[src/rtl/bus_master_arbiter_if.sv]
// -----------------------------------------------------------------------------
// bus_master_arbiter_if
//
// Purpose: bundles everything that passes between the bus arbiter, the DMA
// style bus masters, the S1C88 CPU and the shared system bus.
//
// Signal summary (NUM_MASTERS = number of requesters, 1..4):
//   req            [N]     per-master level request
//   grant          [N]     one-hot registered grant
//   m_address      [24N]   packed master addresses, master i at [24i+23:24i]
//   m_data_out     [8N]    packed master write data
//   m_write/m_read [N]     master strobes
//   m_bus_status   [2N]    packed master bus status
//   cpu_*                  CPU bus outputs (address/data/write/read/status)
//   cpu_bus_request        arbiter asks the CPU to release the bus
//   cpu_bus_ack            CPU has released the bus
//   address_out, data_out, write, read, bus_status   shared bus
//   owner          [2]     index of the granted master, valid while |grant
//   busy                   arbiter is not idle
//
// Modports:
//   slave  - the arbiter side (consumes requests, produces grant and bus)
//   master - the environment side (requesters, CPU and bus observers)
// -----------------------------------------------------------------------------
interface bus_master_arbiter_if #(
  parameter int NUM_MASTERS = 2
);
  logic [NUM_MASTERS-1:0]    req;
  logic [NUM_MASTERS-1:0]    grant;
  logic [24*NUM_MASTERS-1:0] m_address;
  logic [8*NUM_MASTERS-1:0]  m_data_out;
  logic [NUM_MASTERS-1:0]    m_write;
  logic [NUM_MASTERS-1:0]    m_read;
  logic [2*NUM_MASTERS-1:0]  m_bus_status;

  logic [23:0]               cpu_address;
  logic [7:0]                cpu_data_out;
  logic                      cpu_write;
  logic                      cpu_read;
  logic [1:0]                cpu_bus_status;
  logic                      cpu_bus_request;
  logic                      cpu_bus_ack;

  logic [23:0]               address_out;
  logic [7:0]                data_out;
  logic                      write;
  logic                      read;
  logic [1:0]                bus_status;

  logic [1:0]                owner;
  logic                      busy;

  modport slave (
    input  req, m_address, m_data_out, m_write, m_read, m_bus_status,
    input  cpu_address, cpu_data_out, cpu_write, cpu_read, cpu_bus_status,
    input  cpu_bus_ack,
    output grant, cpu_bus_request,
    output address_out, data_out, write, read, bus_status,
    output owner, busy
  );

  modport master (
    output req, m_address, m_data_out, m_write, m_read, m_bus_status,
    output cpu_address, cpu_data_out, cpu_write, cpu_read, cpu_bus_status,
    output cpu_bus_ack,
    input  grant, cpu_bus_request,
    input  address_out, data_out, write, read, bus_status,
    input  owner, busy
  );
endinterface

[src/rtl/bus_master_arbiter.sv]
// -----------------------------------------------------------------------------
// bus_master_arbiter
//
// Purpose: shares the system bus between the S1C88 CPU and up to NUM_MASTERS
// DMA style bus masters. All master requests are collapsed into the CPU's
// single bus_request/bus_ack handshake; once the CPU lets go of the bus one
// master at a time is granted, chosen round-robin. A contended owner is
// preempted after MAX_HOLD cycles, but only between strobes. The granted
// master's address, data, strobes and status are muxed onto the shared bus.
//
// Parameters:
//   NUM_MASTERS  number of requesters, 1..4
//   MAX_HOLD     tenure limit in cycles for a contended owner, 0 = unlimited
//
// Ports:
//   clk     system clock, all state changes on the rising edge
//   reset   synchronous, active-high
//   bus     bus_master_arbiter_if.slave (see the interface file)
// -----------------------------------------------------------------------------
module bus_master_arbiter #(
  parameter int NUM_MASTERS = 2,
  parameter int MAX_HOLD    = 64
) (
  input  logic                 clk,
  input  logic                 reset,
  bus_master_arbiter_if.slave  bus
);

  localparam int            N          = NUM_MASTERS;
  localparam int            CW         = (MAX_HOLD < 1) ? 1 : $clog2(MAX_HOLD + 1);
  localparam logic [CW-1:0] HOLD_LIMIT = CW'(MAX_HOLD);
  // Starting the pointer on the last master makes master 0 the first winner.
  localparam logic [1:0]    LAST_RESET = 2'(N - 1);

  typedef enum logic [2:0] {
    IDLE,
    REQUEST,
    GRANTED,
    SWITCH,
    RELEASE
  } state_e;

  typedef struct packed {
    logic       valid;
    logic [1:0] idx;
  } pick_t;

  state_e        state_q, state_d;
  logic [N-1:0]  grant_q, grant_d;
  logic          cpu_bus_request_q, cpu_bus_request_d;
  logic [1:0]    owner_q, owner_d;
  logic [1:0]    winner_q, winner_d;
  logic [1:0]    last_q, last_d;
  logic [CW-1:0] cnt_q, cnt_d;

  // One-hot decode of a master index.
  function automatic logic [N-1:0] onehot(input logic [1:0] idx);
    logic [N-1:0] oh;
    for (int i = 0; i < N; i++) oh[i] = (2'(i) == idx);
    return oh;
  endfunction

  // Round-robin choice: first set request scanning upward from from+1 with
  // wrap-around. Scanning the distances from far to near lets the nearest
  // requester overwrite any farther one.
  function automatic pick_t pick(input logic [N-1:0] r, input logic [1:0] from);
    pick_t res;
    int    idx;
    res = '0;
    for (int k = N; k >= 1; k--) begin
      idx = (int'(from) + k) % N;
      if (|(r & onehot(2'(idx)))) res = '{valid: 1'b1, idx: 2'(idx)};
    end
    return res;
  endfunction

  pick_t sel;
  logic  req_owner;
  logic  req_winner;
  logic  req_others;
  logic  owner_strobe;
  logic  preempt;

  assign sel          = pick(bus.req, last_q);
  assign req_owner    = |(bus.req & onehot(owner_q));
  assign req_winner   = |(bus.req & onehot(winner_q));
  assign req_others   = |(bus.req & ~onehot(owner_q));
  assign owner_strobe = |((bus.m_read | bus.m_write) & onehot(owner_q));

  // Preemption only between strobes so an owner never loses the bus in the
  // middle of an access.
  assign preempt = (MAX_HOLD != 0) && (cnt_q == HOLD_LIMIT) && req_others
                   && !owner_strobe;

  // ---------------------------------------------------------------------------
  // Next-state logic
  // ---------------------------------------------------------------------------
  logic       grant_now;
  logic [1:0] grant_idx;

  always_comb begin
    // NOTE: every variable gets a default before the case so that paths which
    // do not assign it hold their value instead of inferring a latch.
    state_d           = state_q;
    grant_d           = grant_q;
    cpu_bus_request_d = cpu_bus_request_q;
    owner_d           = owner_q;
    winner_d          = winner_q;
    last_d            = last_q;
    cnt_d             = cnt_q;
    grant_now         = 1'b0;
    grant_idx         = '0;

    case (state_q)
      IDLE: begin
        if (|bus.req) begin
          winner_d          = sel.idx;
          cpu_bus_request_d = 1'b1;
          state_d           = REQUEST;
        end
      end

      REQUEST: begin
        if (bus.cpu_bus_ack) begin
          if (req_winner) begin
            grant_now = 1'b1;
            grant_idx = winner_q;
          end else if (sel.valid) begin
            // The latched winner gave up while waiting; hand the bus to the
            // next requester instead of bouncing the CPU.
            grant_now = 1'b1;
            grant_idx = sel.idx;
          end else begin
            cpu_bus_request_d = 1'b0;
            state_d           = RELEASE;
          end
        end
      end

      GRANTED: begin
        if (cnt_q != HOLD_LIMIT) cnt_d = cnt_q + 1'b1;
        if (!req_owner) begin
          grant_d = '0;
          if (req_others) begin
            state_d = SWITCH;
          end else begin
            cpu_bus_request_d = 1'b0;
            state_d           = RELEASE;
          end
        end else if (preempt) begin
          grant_d = '0;
          state_d = SWITCH;
        end
      end

      // One bus-idle cycle between owners; the CPU stays off the bus.
      SWITCH: begin
        if (sel.valid) begin
          grant_now = 1'b1;
          grant_idx = sel.idx;
        end else begin
          cpu_bus_request_d = 1'b0;
          state_d           = RELEASE;
        end
      end

      // Wait for the CPU to take the bus back; requests wait until IDLE.
      RELEASE: begin
        cpu_bus_request_d = 1'b0;
        if (!bus.cpu_bus_ack) state_d = IDLE;
      end

      default: begin
        grant_d           = '0;
        cpu_bus_request_d = 1'b0;
        state_d           = IDLE;
      end
    endcase

    if (grant_now) begin
      grant_d = onehot(grant_idx);
      owner_d = grant_idx;
      last_d  = grant_idx;
      cnt_d   = '0;
      state_d = GRANTED;
    end
  end

  // ---------------------------------------------------------------------------
  // State registers
  // ---------------------------------------------------------------------------
  // NOTE: sequential state uses non-blocking assignments so every flop samples
  // the pre-edge values regardless of statement order; reset is synchronous.
  always_ff @(posedge clk) begin
    if (reset) begin
      state_q           <= IDLE;
      grant_q           <= '0;
      cpu_bus_request_q <= 1'b0;
      owner_q           <= '0;
      winner_q          <= '0;
      last_q            <= LAST_RESET;
      cnt_q             <= '0;
    end else begin
      state_q           <= state_d;
      grant_q           <= grant_d;
      cpu_bus_request_q <= cpu_bus_request_d;
      owner_q           <= owner_d;
      winner_q          <= winner_d;
      last_q            <= last_d;
      cnt_q             <= cnt_d;
    end
  end

  // ---------------------------------------------------------------------------
  // Shared bus mux
  // ---------------------------------------------------------------------------
  logic [23:0] own_address;
  logic [7:0]  own_data;
  logic        own_write;
  logic        own_read;
  logic [1:0]  own_status;

  always_comb begin
    own_address = '0;
    own_data    = '0;
    own_write   = 1'b0;
    own_read    = 1'b0;
    own_status  = '0;
    for (int i = 0; i < N; i++) begin
      if (owner_q == 2'(i)) begin
        own_address = bus.m_address[24*i +: 24];
        own_data    = bus.m_data_out[8*i +: 8];
        own_write   = bus.m_write[i];
        own_read    = bus.m_read[i];
        own_status  = bus.m_bus_status[2*i +: 2];
      end
    end
  end

  logic [23:0] mux_address;
  logic [7:0]  mux_data;
  logic        mux_write;
  logic        mux_read;
  logic [1:0]  mux_status;

  // Outside a tenure the bus is driven idle whenever the CPU has let go of
  // it, so neither side drives a stray access during hand-over.
  always_comb begin
    if (state_q == GRANTED) begin
      mux_address = own_address;
      mux_data    = own_data;
      mux_write   = own_write;
      mux_read    = own_read;
      mux_status  = own_status;
    end else if (bus.cpu_bus_ack) begin
      mux_address = '0;
      mux_data    = '0;
      mux_write   = 1'b0;
      mux_read    = 1'b0;
      mux_status  = 2'b00;
    end else begin
      mux_address = bus.cpu_address;
      mux_data    = bus.cpu_data_out;
      mux_write   = bus.cpu_write;
      mux_read    = bus.cpu_read;
      mux_status  = bus.cpu_bus_status;
    end
  end

  assign bus.address_out     = mux_address;
  assign bus.data_out        = mux_data;
  assign bus.write           = mux_write;
  assign bus.read            = mux_read;
  assign bus.bus_status      = mux_status;
  assign bus.grant           = grant_q;
  assign bus.cpu_bus_request = cpu_bus_request_q;
  assign bus.owner           = owner_q;
  assign bus.busy            = (state_q != IDLE);

endmodule

[src/flat_wrapper.sv]
// flat-port wrapper written by rule: the top's interface ports become plain ports
module bus_master_arbiter_flat 
#(
  parameter int NUM_MASTERS = 2,
  parameter int MAX_HOLD    = 64
)
  (clk, reset, bus_req, bus_m_address, bus_m_data_out, bus_m_write, bus_m_read, bus_m_bus_status, bus_cpu_address, bus_cpu_data_out, bus_cpu_write, bus_cpu_read, bus_cpu_bus_status, bus_cpu_bus_ack, bus_grant, bus_cpu_bus_request, bus_address_out, bus_data_out, bus_write, bus_read, bus_bus_status, bus_owner, bus_busy);
  bus_master_arbiter_if #(.NUM_MASTERS(NUM_MASTERS)) bus_i ();
  input  logic clk;
  input  logic reset;
  input wire logic [$bits(bus_i.req)-1:0] bus_req;
  input wire logic [$bits(bus_i.m_address)-1:0] bus_m_address;
  input wire logic [$bits(bus_i.m_data_out)-1:0] bus_m_data_out;
  input wire logic [$bits(bus_i.m_write)-1:0] bus_m_write;
  input wire logic [$bits(bus_i.m_read)-1:0] bus_m_read;
  input wire logic [$bits(bus_i.m_bus_status)-1:0] bus_m_bus_status;
  input wire logic [$bits(bus_i.cpu_address)-1:0] bus_cpu_address;
  input wire logic [$bits(bus_i.cpu_data_out)-1:0] bus_cpu_data_out;
  input wire logic [$bits(bus_i.cpu_write)-1:0] bus_cpu_write;
  input wire logic [$bits(bus_i.cpu_read)-1:0] bus_cpu_read;
  input wire logic [$bits(bus_i.cpu_bus_status)-1:0] bus_cpu_bus_status;
  input wire logic [$bits(bus_i.cpu_bus_ack)-1:0] bus_cpu_bus_ack;
  output wire logic [$bits(bus_i.grant)-1:0] bus_grant;
  output wire logic [$bits(bus_i.cpu_bus_request)-1:0] bus_cpu_bus_request;
  output wire logic [$bits(bus_i.address_out)-1:0] bus_address_out;
  output wire logic [$bits(bus_i.data_out)-1:0] bus_data_out;
  output wire logic [$bits(bus_i.write)-1:0] bus_write;
  output wire logic [$bits(bus_i.read)-1:0] bus_read;
  output wire logic [$bits(bus_i.bus_status)-1:0] bus_bus_status;
  output wire logic [$bits(bus_i.owner)-1:0] bus_owner;
  output wire logic [$bits(bus_i.busy)-1:0] bus_busy;
  assign bus_i.req = bus_req;
  assign bus_i.m_address = bus_m_address;
  assign bus_i.m_data_out = bus_m_data_out;
  assign bus_i.m_write = bus_m_write;
  assign bus_i.m_read = bus_m_read;
  assign bus_i.m_bus_status = bus_m_bus_status;
  assign bus_i.cpu_address = bus_cpu_address;
  assign bus_i.cpu_data_out = bus_cpu_data_out;
  assign bus_i.cpu_write = bus_cpu_write;
  assign bus_i.cpu_read = bus_cpu_read;
  assign bus_i.cpu_bus_status = bus_cpu_bus_status;
  assign bus_i.cpu_bus_ack = bus_cpu_bus_ack;
  assign bus_grant = bus_i.grant;
  assign bus_cpu_bus_request = bus_i.cpu_bus_request;
  assign bus_address_out = bus_i.address_out;
  assign bus_data_out = bus_i.data_out;
  assign bus_write = bus_i.write;
  assign bus_read = bus_i.read;
  assign bus_bus_status = bus_i.bus_status;
  assign bus_owner = bus_i.owner;
  assign bus_busy = bus_i.busy;
  bus_master_arbiter #(.NUM_MASTERS(NUM_MASTERS), .MAX_HOLD(MAX_HOLD)) u_core (.clk(clk), .reset(reset), .bus(bus_i));
endmodule
[config.mk]
export PLATFORM = sky130hd
export DESIGN_NAME = bus_master_arbiter_flat
export DESIGN_NICKNAME = d
export VERILOG_FILES = /design/src/rtl/bus_master_arbiter_if.sv /design/src/rtl/bus_master_arbiter.sv /design/src/flat_wrapper.sv
export SDC_FILE = /design/constraint.sdc
export NUM_CORES = 1
export LEC_CHECK = 0
export BUFFER_PORTS_ARGS = -buffer_cell sky130_fd_sc_hd__buf_2
export CAP_MARGIN = 30
export CORE_ASPECT_RATIO = 2
export CORE_UTILIZATION = 41
export CTS_BUF_LIST = sky130_fd_sc_hd__clkbuf_8
export DETAILED_ROUTE_END_ITERATION = 6
export PLACE_DENSITY = 0.83
export SLEW_MARGIN = 10
export SYNTH_ARGS = -nofsm -noshare
export SYNTH_HDL_FRONTEND = slang
export SYNTH_SLANG_ARGS = --single-unit
[constraint.sdc]
create_clock -name clk -period 4.2 [get_ports clk]
set_clock_uncertainty 0.05 [all_clocks]
set_input_delay 0.84 -clock clk [delete_from_list [all_inputs] [get_ports clk]]
set_output_delay 0.84 -clock clk [all_outputs]
set_load 0.05 [all_outputs]
# --- Yosys cells after proc, flatten, opt, wreduce, memory -nomap -nowiden ---
# Cells that the tools add are included.
totals:
  register_bits: 18
  output_inout_bits: 42
  elab_cells: 122
classes:
  addsub: 3
  n_eq_ne: 25
  muxes: 51
  bitwise_logic: 10
  reduce_logical: 25
op_table:
  columns: ["op", "count"]
  rows:
  - ["24-bit two-way mux", 4]
  - ["8-bit two-way mux", 4]
  - ["3-bit two-way mux", 10]
  - ["2-bit two-way mux", 11]
  - ["1-bit two-way mux", 17]
  - ["2-bit OR reduction", 8]
  - ["3-bit case mux with 5 select lines", 1]
  - ["5-bit AND reduction", 3]
  - ["2-bit AND", 6]
  - ["1-bit by 2-bit equality test with 1-bit output, first input constant", 5]
  - ["2-bit zero test", 5]
  - ["2-bit != test, second input constant", 5]
  - ["2-bit case mux with 2 select lines", 2]
  - ["7-bit by 1-bit adder with 7-bit output, second input constant", 1]
  - ["7-bit equality test, second input constant", 1]
  - ["7-bit != test, second input constant", 1]
  - ["3-bit by 2-bit equality test with 1-bit output, second input constant", 2]
  - ["3-bit by 2-bit != test with 1-bit output, second input constant", 2]
  - ["3-bit != test, second input constant", 2]
  - ["2-bit AND reduction", 3]
  - ["2-bit by 1-bit != test with 1-bit output, second input constant", 2]
  - ["4-bit != test, second input constant", 1]
  - ["1-bit case mux with 4 select lines", 1]
  - ["4-bit OR reduction", 1]
  - ["other kinds (13)", 16]

# --- Depth between registers and ports, before layout ---
# Gate-level depths: netlist of run 1.
logic_depth:
  ltp_word: 13
  mapped_depth: 7
  depth_no_buf: 6

# --- Worst setup path before layout of run 1 ---
# No wires, ideal clock.
synth_path:
  path_type: "register to output"
  start: "reg u_core.owner_q[0] (netlist: u_core.bus.owner[0])"
  end: "out bus_address_out[22]"
  t_arrival_ps: 2694
  slack_ps: 616
  path_stages_with_launch: 5
  path_buffers: 2
  path_cell_list: "dfxtp_1 -> buf_2 -> buf_1 -> mux2i_1 -> o21ai_0"
synth_between:
  elab_chain_len: 4
  word_cells_on_any_way: 5
synth_rtl:
  columns: ["item", "line", "source"]
  rows:
  - ["start: declaration", "bus_master_arbiter.sv:51", "logic [1:0] owner_q, owner_d;"]
  - ["start signal: assignment", "bus_master_arbiter.sv:207", "owner_q <= owner_d;"]
  - ["2-bit zero test", "bus_master_arbiter.sv:230", "if (owner_q == 2'(i)) begin"]
  - ["24-bit two-way mux", "bus_master_arbiter.sv:230", null]
  - ["24-bit two-way mux *", "bus_master_arbiter.sv:230", null]
  - ["24-bit two-way mux *", "bus_master_arbiter.sv:249", "if (state_q == GRANTED) begin"]
  - ["end: declaration", "flat_wrapper.sv:25", "output wire logic [$bits(bus_i.address_out)-1:0] bus_address_out;"]
# Every way passes the cells marked *; elsewhere a longest branch is shown, timed or not.

# --- Worst setup path after layout of run 1 ---
layout_path:
  start: "reg u_core.state_q[2]"
  end: "out bus_data_out[2]"
layout_between:
  elab_chain_len: 2
layout_rtl:
  columns: ["item", "line", "source"]
  rows:
  - ["start: declaration", "bus_master_arbiter.sv:48", "state_e state_q, state_d;"]
  - ["start signal: assignment", "bus_master_arbiter.sv:204", "state_q <= state_d;"]
  - ["3-bit by 2-bit equality test with 1-bit output", "bus_master_arbiter.sv:249", null]
  - ["8-bit two-way mux", "bus_master_arbiter.sv:249", null]
  - ["end: declaration", "flat_wrapper.sv:26", "output wire logic [$bits(bus_i.data_out)-1:0] bus_data_out;"]
# Every way passes these cells.

==> reports/qor.yml, run 1 <==
routing:
  wirelength_mm: 6.009
  vias: 2276
  ant_nets: 0
  dr.pass1.iters: 4
  drc_errors: 0
  wl_per_cell_microns: 14.14
  first_iter_violations: 53
  vias_per_cell: 5.355
synth:
  synth_area_leaders: "mux2i_1 (21%), dfxtp_1 (18%), nand3b_1 (15%)"
  synth.yosys.seq_area_share_pct: 17.78
  synth.net_count: 350
  syn_avg_cell_area_sq_um: 7.667
  synth_cell_types: 43
  netlist_area_sq_mm: 0.001802
  synth_enable_flop_cells: 0
  synth_largest_area_cell: "mux2i_1"
  ys.flop_type: "dfxtp_1"
  yosys_warnings: 0
  synth_seq_cells: 16
  async_reset_ff_share_pct: 0
  syn_inst: 235
  synth_top_area_share_pct: 20.56
pwr:
  p_per_area_mw_per_mm2: 324.3
  p_int_mw: 0.4124
  p_clk_share_pct: 16.5
  p_seq_share_pct: 23.1
  ir_drop_v: 0.0002538
  finalPower_mw: 0.8457
  power_frac_comb_pct: 60.5
  sw_frac_of_total_pct: 51.24
  switchingPower_mw: 0.4333
  p_leak_nw: 1.251
sta:
  setup_violations: 0
  maxSlewHeadroom_pct: 43.57
  timing.final.hold_violations: 0
  rsz0062_at_grt: "false"
  slew_viol_final: 0
  fin_crit_sh_pct: 76.40
  fmax_mhz: 311.6
  setup-tns-final_ns: 0
  tightestPinTransition_ns: 0.8373
  min_period_ns: 3.209
final_layout:
  fill_cells: 419
  fin_nets: 489
  multi_input_area_sq_mm: 0.001344
  final_common_cell: "buf_2"
  layout_common_cells: "buf_2 (153), o21ai_0 (40), mux2i_1 (37)"
  drive_above_1_share_pct: 45.04
  seq_area_sq_um: 321.6
  areaGrowthSynthToFinish_pct: 44.72
  diodes: 0
die:
  die_w_microns: 48.88
  row_count: 33
  dieArea_sq_mm: 0.004680
  chipHeight_microns: 95.75
  core-area_sq_mm: 0.004170
  start_util_pct: 43.20
  num_io_pins: 155
placed_design:
  port_buffers: 153
  dp_hpwl_mm: 4.812
  gp_congestion: 0.8313
cts:
  root_buffer: "clkbuf_8"
  cts_setup_buffers: 0
  clk_path_buf_depth: 2
  cts_tree: "built"
  clock_latency_ns: 0.25
  numCtsBuffers: 3
  cts_resized: 0
  clock_sinks: 16
  htree_levels: 1
  clk_pin_slew_ns: 0.06
  holdBufCountCts: 0
critical_path:
  crit_path_max_incr_delay_ns: 0.56
  r2r_slack_ns: 1.94
  path_max_fanout: 57
  crit_slowest_cell: "dfxtp_1"
  crit_type: "flop to output pin"
  crit_path_cell_trace: "or3b_2 > buf_4 > nand3b_1 > o21ai_0 > buf_2"
  endpoint_kind: "output pin"
  cp.required_ns: 3.31
  cp.arrival_ns: 2.32
  start_kind: "flop"
run:
  cap_viol_max_count: 0
grt:
  track_usage_pct: 23.85
  grt_max_degree: 58
  grt_pass1_wl_mm: 8.776
  grtUsageMet2_pct: 44.68
  grt_pass1_vias: 1963
  grt_use_met3_pct: 6.477
  met1_usage_pct: 24.54
  grt_overflow_total: 0
  grt_busiest_layer: "met2"
  antenna_found_initial: 0
outcome:
  status: "completed"
hold_path:
  worst_hold_path_type: "flop to flop"
[cells in the mapped netlist (2+ instances only)]
master	n
xor2_1	2
dfxtp_1	16
ha_1	2
nor4b_1	2
nor4_1	2
clkbuf_1	13
mux2i_1	37
buf_2	5
inv_1	11
nor4_4	2
nor2_1	17
o21ai_0	40
xnor2_1	4
nand3b_1	36
nor3_1	7
a21oi_1	2
or3_1	3
a31oi_1	2
nand2_1	8
[per-layer routing]
layer | vias to the layer above | part of all wire, %
li1 | 1125 | -
met1 | 1011 | 37
met2 | 126 | 52
met3 | 14 | 9.0
met4 | 0 | 2.5
met5 | - | 0
[path summary, 6_finish.rpt]
path,depth (start not counted),startpoint,to
min,1,u_core.bus.grant[1]$_SDFFE_PP0P_,u_core.bus.grant[1]$_SDFFE_PP0P_
min reg2reg,1,u_core.bus.grant[1]$_SDFFE_PP0P_,u_core.bus.grant[1]$_SDFFE_PP0P_
max reg2reg,4,u_core.state_q[1]$_SDFFE_PP0P_,u_core.state_q[0]$_SDFFE_PP0P_
max,5,u_core.state_q[2]$_SDFFE_PP0P_,bus_data_out[2]
[registers in the layout, summed over array words and instances, names as in the netlist]
register / flops
u_core.bus.owner: 1
u_core.bus.grant: 2
u_core.bus.cpu_bus_request: 1
u_core.winner_q: 1
u_core.last_q: 1
u_core.cnt_q: 7
u_core.state_q: 3
[power groups by stage]
stage	Sequential [mW]	Clock, mW	Combinational [mW]
after CTS	0.194	0.139	0.511
final	0.195	0.139	0.511
after floorplan	0.204	0	0.376
after detailed placement	0.197	0	0.510
after global routing	0.198	0.149	0.547
after global placement	0.196	0	0.502
[logic make-up after synthesis]
family	Yosys count	synth area share, %
other	1	0.2081
multiplexers	38	21.18
XOR/XNOR	6	2.917
AO/OA/AOI/OAI	56	18.40
AND/OR/NAND/NOR	84	30.49
flip-flops	16	17.78
adder cells (fa/ha/maj)	2	1.389
buffers and inverters	32	7.639
[critical path, delay by kind of cell, from the launching register on]
| kind | cells | cell delay (ns) |
|---|---|---|
| buf+inv | 2 | 0.78 |
| flops | 1 | 0.56 |
| compound gates | 1 | 0.08 |
| simple gates | 2 | 0.63 |
[through the flow]
stage | setup slack, ns | std cells | area [sq um] | hold slack, ns | utilization (%)
2_1_floorplan | 0.6160 | 235 | 1802 | 0.3998 | -
3_3_place_gp | 1.356 | 421 | 2552 | 0.4283 | 61.21
3_5_place_dp | 1.289 | 421 | 2552 | 0.4270 | 61.21
4_1_cts | 1.011 | 425 | 2608 | 0.4455 | 62.53
5_1_grt | 0.7430 | 425 | 2608 | 0.4672 | 62.53
6_report | 0.9912 | 425 | 2608 | 0.4491 | 62.53
[final cells by class]
type	instances	area share, %
tap	52	2.495
timing repair buffer	155	29.94
inverter	11	1.583
sequential	16	12.33
clock buffer	4	2.111
multi-input combinational	187	51.54
Note: power is estimated with default switching activity, not from simulation.
==> run 2: changes to the inputs <==
--- a/config.mk
+++ b/config.mk
@@ -8,10 +8,10 @@
 export BUFFER_PORTS_ARGS = -buffer_cell sky130_fd_sc_hd__buf_2
 export CAP_MARGIN = 30
 export CORE_ASPECT_RATIO = 2
-export CORE_UTILIZATION = 41
+export CORE_UTILIZATION = 40
 export CTS_BUF_LIST = sky130_fd_sc_hd__clkbuf_8
 export DETAILED_ROUTE_END_ITERATION = 6
-export PLACE_DENSITY = 0.83
+export PLACE_DENSITY = 0.81
 export SLEW_MARGIN = 10
 export SYNTH_ARGS = -nofsm -noshare
 export SYNTH_HDL_FRONTEND = slang
==> constraint.sdc (replaced) <==
create_clock -name clk -period 3.15 [get_ports clk]
set_clock_uncertainty 0.05 [all_clocks]
set_input_delay 0.63 -clock clk [delete_from_list [all_inputs] [get_ports clk]]
set_output_delay 0.63 -clock clk [all_outputs]
set_load 0.05 [all_outputs]
==> run 2 against run 1 <==
Final area up 1.0%. Cell count increased by 0.71%. Clock-buffer cell count is the same. Register-to-register slack got worse by 0.93 ns. Critical path depth did not move. Core utilization down 1.8 points. Wire length down 1.3%. Combinational power increased by 35%. Total power is 35% higher. Critical path type unchanged.
==> reports/qor.yml, run 2 (same netlist as run 1, synthesis figures left out) <==
outcome:
  status: "completed"
sta:
  timing.final.hold_violations: 0
  slew_viol_final: 0
  maxSlewHeadroom_pct: 56.41
  fmax_mhz: 352.2
  finalWorstSetupSlack_ns: 0.3107
  min_period_ns: 2.839
  fin_crit_sh_pct: 90.14
  setup-tns-final_ns: 0
  rsz0062_at_grt: "false"
  setup_violations: 0
  tightestPinTransition_ns: 0.6539
die:
  core-area_sq_mm: 0.004339
  dieArea_sq_mm: 0.004793
  num_io_pins: 155
  die_w_microns: 49.46
  chipHeight_microns: 96.91
  row_count: 34
  start_util_pct: 41.52
pwr:
  p_per_area_mw_per_mm2: 433.4
  ir_drop_v: 0.0004501
  p_leak_nw: 1.258
final_layout:
  multi_input_area_sq_mm: 0.001344
  design_area_sq_mm: 0.002634
  fill_cells: 428
  diodes: 0
  drive_above_1_share_pct: 45.19
  instances_no_fill: 428
  regMostFlops: "u_core.cnt_q"
  largest_register_ffs: 7
  seq_area_sq_um: 321.6
  fin_nets: 490
  areaGrowthSynthToFinish_pct: 46.18
  final_common_cell: "buf_2"
  layout_common_cells: "buf_2 (153), mux2i_1 (37), nand3b_1 (36)"
hold_path:
  holdPathStages: 2
  min_to: "u_core.last_q[0]$_SDFFE_PP1P_"
  worst_hold_path_type: "flop to flop"
  hold_start: "u_core.last_q[0]$_SDFFE_PP1P_"
routing:
  dr.pass1.iters: 4
  vias: 2274
  vias_per_cell: 5.313
  wirelength_mm: 5.928
  first_iter_violations: 53
  ant_nets: 0
  drc_errors: 0
  wl_per_cell_microns: 13.85
critical_path:
  path_max_fanout: 66
  reg2regPathDepth: 4
  crit_type: "flop to output pin"
  endpoint_kind: "output pin"
  rr_startpoint: "u_core.state_q[1]$_SDFFE_PP0P_"
  cp.required_ns: 2.47
  start_kind: "flop"
  r2r_end: "u_core.state_q[0]$_SDFFE_PP0P_"
  r2r_slack_ns: 1.01
  cp.arrival_ns: 2.16
cts:
  holdBufCountCts: 0
  htree_levels: 1
  clk_pin_slew_ns: 0.06
  root_buffer: "clkbuf_8"
  numCtsBuffers: 3
  clk_path_buf_depth: 2
  clock_latency_ns: 0.25
  cts_setup_buffers: 0
  cts_tree: "built"
  clock_sinks: 16
grt:
  grt_max_degree: 67
  grt_overflow_total: 0
  antenna_found_initial: 0
  grt_pass1_vias: 2039
  track_usage_pct: 23.36
  grt_pass1_wl_mm: 8.790
placed_design:
  place_inst: 424
  dp_slack_ns: 0.4308
  port_buffers: 153
  postPlaceCellArea_sq_mm: 0.002575
  dp_hpwl_mm: 4.752
  gp_congestion: 0.8490
run:
  cap_viol_max_count: 0
[run 2: cell types whose count changed in the layout (fill, tap and decap cells not counted)]
cell,before,now
buf_6,0,1
buf_4,2,1
o21ai_1,0,29
o21ai_0,40,11
buf_12,0,1
[run 2: final cells by class]
type / instances / area share (%)
Timing Repair Buffer: 156 / 30.55
Clock buffer: 4 / 2.090
Sequential cell: 16 / 12.21
Multi-Input combinational cell: 187 / 51.02
Inverter: 11 / 1.568
Tap cell: 54 / 2.565
[run 2: per-layer routing]
layer | global-route usage (%) | routed length [microns]
met1 | 21.25 | 2072
met2 | 45.52 | 3111
met5 | 0 | 0
met3 | 5.818 | 582
met4 | 10.77 | 161
[run 2: metrics by stage]
step	total power [mW]	util (%)	hold slack, ns
3_5_place_dp	0.9549	59.34	0.4225
5_1_grt	1.203	60.70	0.4784
4_1_cts	1.142	60.61	0.4321
6_report	1.142	60.70	0.4365
2_1_floorplan	0.7823	-	0.3998
3_3_place_gp	0.9451	59.34	0.4219
[run 2: power breakdown]
part / total [mW] / switching, mW / internal, mW
Combinational: 0.688 / 0.465 / 0.223
Sequential: 0.268 / 0.0420 / 0.226
Clock: 0.186 / 0.0752 / 0.111
Total: 1.14 / 0.582 / 0.560
[run 2: critical path: stages (launching register included)]
cell	delay, ns
dfxtp_1	0.55
or3b_2	0.42
buf_6	0.41
nand3b_1	0.12
o21ai_1	0.11
buf_2	0.29
[run 2: how the worst max path moves through the flow]
stage | cells past startpoint | startpoint | slack [ns] | end
finish | 5 | u_core.state_q[2]$_SDFFE_PP0P_ | 0.31 | bus_address_out[8]
global route | 5 | u_core.state_q[2]$_SDFFE_PP0P_ | 0.16 | bus_address_out[8]
CTS | 5 | u_core.state_q[2]$_SDFFE_PP0P_ | 0.15 | bus_address_out[8]
detailed placement | 5 | u_core.state_q[2]$_SDFFE_PP0P_ | 0.43 | bus_address_out[8]
global placement | 5 | u_core.state_q[2]$_SDFFE_PP0P_ | 0.52 | bus_address_out[8]
floorplan | 6 | u_core.state_q[0]$_SDFFE_PP0P_ | 0.11 | bus_address_out[0]
[run 2: repair_timing]
item | CTS | global route
hold endpoints to repair | 0 | 0
setup endpoints to repair | 0 | 3
resized for setup | 0 | 1
==> run 3: changes to the inputs <==
--- a/config.mk
+++ b/config.mk
@@ -5,13 +5,15 @@
 export SDC_FILE = /design/constraint.sdc
 export NUM_CORES = 1
 export LEC_CHECK = 0
+export ABC_AREA = 1
 export BUFFER_PORTS_ARGS = -buffer_cell sky130_fd_sc_hd__buf_2
 export CAP_MARGIN = 30
 export CORE_ASPECT_RATIO = 2
-export CORE_UTILIZATION = 40
+export CORE_UTILIZATION = 39
 export CTS_BUF_LIST = sky130_fd_sc_hd__clkbuf_8
 export DETAILED_ROUTE_END_ITERATION = 6
 export PLACE_DENSITY = 0.81
+export SKIP_CTS_REPAIR_TIMING = 1
 export SLEW_MARGIN = 10
 export SYNTH_ARGS = -nofsm -noshare
 export SYNTH_HDL_FRONTEND = slang
==> run 3 against run 2 <==
Clock-buffer cell count unchanged. Clock power shrank 4%. Setup slack better by 0.0068 ns. Area after synthesis is 6.1% lower. Sequential share of layout area rose by 0.50 points. Die area is 3.6% lower. First-iteration DRC count up 26%. Cell count rose by 16%. Via count grew 14%. Critical path depth is 2 lower. Global-route usage grew 5.8 points. Critical endpoint is now bus_address_out[4]. Largest power group unchanged.
==> reports/qor.yml, run 3 <==
final_layout:
  seq_area_sq_um: 320.3
  post-route-util_pct: 61.06
  layout_common_cells: "buf_2 (153), nor2_1 (89), nand2_1 (44)"
  regMostFlops: "u_core.cnt_q"
  areaGrowthSynthToFinish_pct: 49.04
  largest_register_ffs: 7
  fin_nets: 559
  final_common_cell: "buf_2"
  fill_cells: 440
  drive_above_1_share_pct: 38.15
  multi_input_area_sq_mm: 0.001214
die:
  row_count: 33
  start_util_pct: 40.97
  core-area_sq_mm: 0.004129
  dieArea_sq_mm: 0.004621
  die_w_microns: 48.57
  num_io_pins: 155
  chipHeight_microns: 95.14
synth:
  synth_largest_area_cell: "nor2_1"
  synth.net_count: 417
  synth_area_leaders: "nor2_1 (20%), dfxtp_1 (19%), o31ai_1 (15%)"
  netlist_area_sq_mm: 0.001692
  ys.flop_type: "dfxtp_1"
  synth_top_area_share_pct: 19.75
  synth_cell_types: 26
  synth_most_common_cell: "nor2_1"
  synth_enable_flop_cells: 0
  syn_inst: 302
  yosys_warnings: 0
  synth.yosys.seq_area_share_pct: 18.93
  async_reset_ff_share_pct: 0
  syn_avg_cell_area_sq_um: 5.601
  synth_common_cells: "nor2_1 (89), nand2_1 (44), nand3_1 (42)"
  synth_seq_cells: 16
critical_path:
  cp.required_ns: 2.47
  start_kind: "flop"
  cp.arrival_ns: 2.15
  endpoint_kind: "output pin"
  reg2regPathDepth: 7
  endpoint: "bus_address_out[4]"
  r2r_end: "u_core.cnt_q[5]$_SDFFE_PP0P_"
  crit_type: "flop to output pin"
  path_max_fanout: 73
  rr_startpoint: "u_core.state_q[1]$_SDFFE_PP0P_"
  startpoint: "u_core.state_q[1]$_SDFFE_PP0P_"
  r2r_slack_ns: 1.09
grt:
  track_usage_pct: 29.15
  antenna_found_initial: 1
  grt_overflow_total: 0
  grt_pass1_wl_mm: 10.81
  grt_max_degree: 74
  grt_pass1_vias: 2381
routing:
  met3_length_microns: 822
  ant_nets: 0
  met1_length_mm: 2.450
  drc_errors: 0
  route.met2.wl_mm: 3.299
  first_iter_violations: 67
  top_layer: "met4"
  wirelength_mm: 6.757
  wl_per_cell_microns: 13.62
  dr.pass1.iters: 4
  vias: 2583
  vias_per_cell: 5.208
cts:
  clock_sinks: 16
  clock_latency_ns: 0.24
  cts_tree: "built"
  htree_levels: 1
  root_buffer: "clkbuf_8"
  numCtsBuffers: 3
  clk_path_buf_depth: 2
  clk_pin_slew_ns: 0.06
pwr:
  p_clk_share_pct: 14.0
  ir_drop_v: 0.0005402
  p_leak_nw: 1.403
  p_int_mw: 0.5664
  power_frac_comb_pct: 65.4
  p_seq_share_pct: 20.6
  p_per_area_mw_per_mm2: 504.4
  sw_frac_of_total_pct: 55.47
  finalPower_mw: 1.272
  switchingPower_mw: 0.7054
placed_design:
  dp_hpwl_mm: 5.276
  gp_congestion: 0.8768
  port_buffers: 153
sta:
  min_period_ns: 2.832
  slew_viol_final: 0
  fmax_mhz: 353.0
  rsz0062_at_grt: "false"
  tightestPinTransition_ns: 0.7471
  setup_violations: 0
  timing.final.hold_violations: 0
  setup-tns-final_ns: 0
  fin_crit_sh_pct: 89.92
  maxSlewHeadroom_pct: 50.19
run:
  cap_viol_max_count: 0
outcome:
  status: "completed"
hold_path:
  worst_hold_path_type: "flop to flop"
-- run 3: critical path, stage by stage, from the launching register on --
cell	delay, ns
dfxtp_1	0.45
nand3_4	0.58
o31ai_1	0.54
buf_2	0.34
-- run 3: area by class of cell --
cell class / instances / share of cell area [%]
antenna: 1 / 0.09926
clock buffer: 4 / 2.184
inverter: 20 / 3.027
tap: 52 / 2.581
timing repair buffer: 156 / 31.27
multi-input combinational: 247 / 48.14
sequential: 16 / 12.70
-- run 3: cell families (layout without fill, tap and decap cells) --
family | after synthesis | count (layout) | synth area share [%]
AO/OA/AOI/OAI | 55 | 55 | 21.75
other | 1 | 2 | 0.2217
XOR/XNOR | 3 | 3 | 1.554
adder cells (fa/ha/maj) | 2 | 2 | 1.479
flip-flops | 16 | 16 | 18.94
buffers and inverters | 39 | 180 | 9.319
AND/OR/NAND/NOR | 186 | 186 | 46.75
-- run 3: metrics by stage --
stage / hold WS [ns] / std cells / worst slack, ns / area (sq um)
final: 0.4189 / 496 / 0.3175 / 2521
after global routing: 0.4427 / 496 / 0.1037 / 2521
after CTS: 0.4220 / 495 / 0.3040 / 2519
after detailed placement: 0.4077 / 491 / 0.5740 / 2464
after global placement: 0.4030 / 491 / 0.6032 / 2464
after floorplan: 0.3756 / 302 / 0.03377 / 1692
-- run 3: worst min-delay path by stage --
stage                                                start                               end  slack (ns)  cells after the start
after floorplan              u_core.last_q[0]$_SDFFE_PP1P_     u_core.last_q[0]$_SDFFE_PP1P_        0.38                      2
after global placement    u_core.bus.grant[0]$_SDFFE_PP0P_  u_core.bus.grant[0]$_SDFFE_PP0P_        0.40                      2
after detailed placement  u_core.bus.grant[0]$_SDFFE_PP0P_  u_core.bus.grant[0]$_SDFFE_PP0P_        0.41                      2
after CTS                    u_core.last_q[0]$_SDFFE_PP1P_     u_core.last_q[0]$_SDFFE_PP1P_        0.42                      2
after global routing         u_core.last_q[0]$_SDFFE_PP1P_     u_core.last_q[0]$_SDFFE_PP1P_        0.44                      2
final                        u_core.last_q[0]$_SDFFE_PP1P_     u_core.last_q[0]$_SDFFE_PP1P_        0.42                      2
-- run 3: per-layer routing --
layer  global-route usage, %  up-vias
met5                       0        -
met4                   11.27        0
met3                   11.00       20
met2                   51.88      144
met1                   30.83     1124
li1                        -     1295
-- run 3: power by group through the flow --
stage	Combinational (mW)	Clock, mW	Sequential [mW]
after global placement	0.819	0	0.263
after detailed placement	0.827	0	0.265
after floorplan	0.583	0	0.295
after global routing	0.898	0.184	0.266
final	0.831	0.178	0.262
after CTS	0.831	0.178	0.261
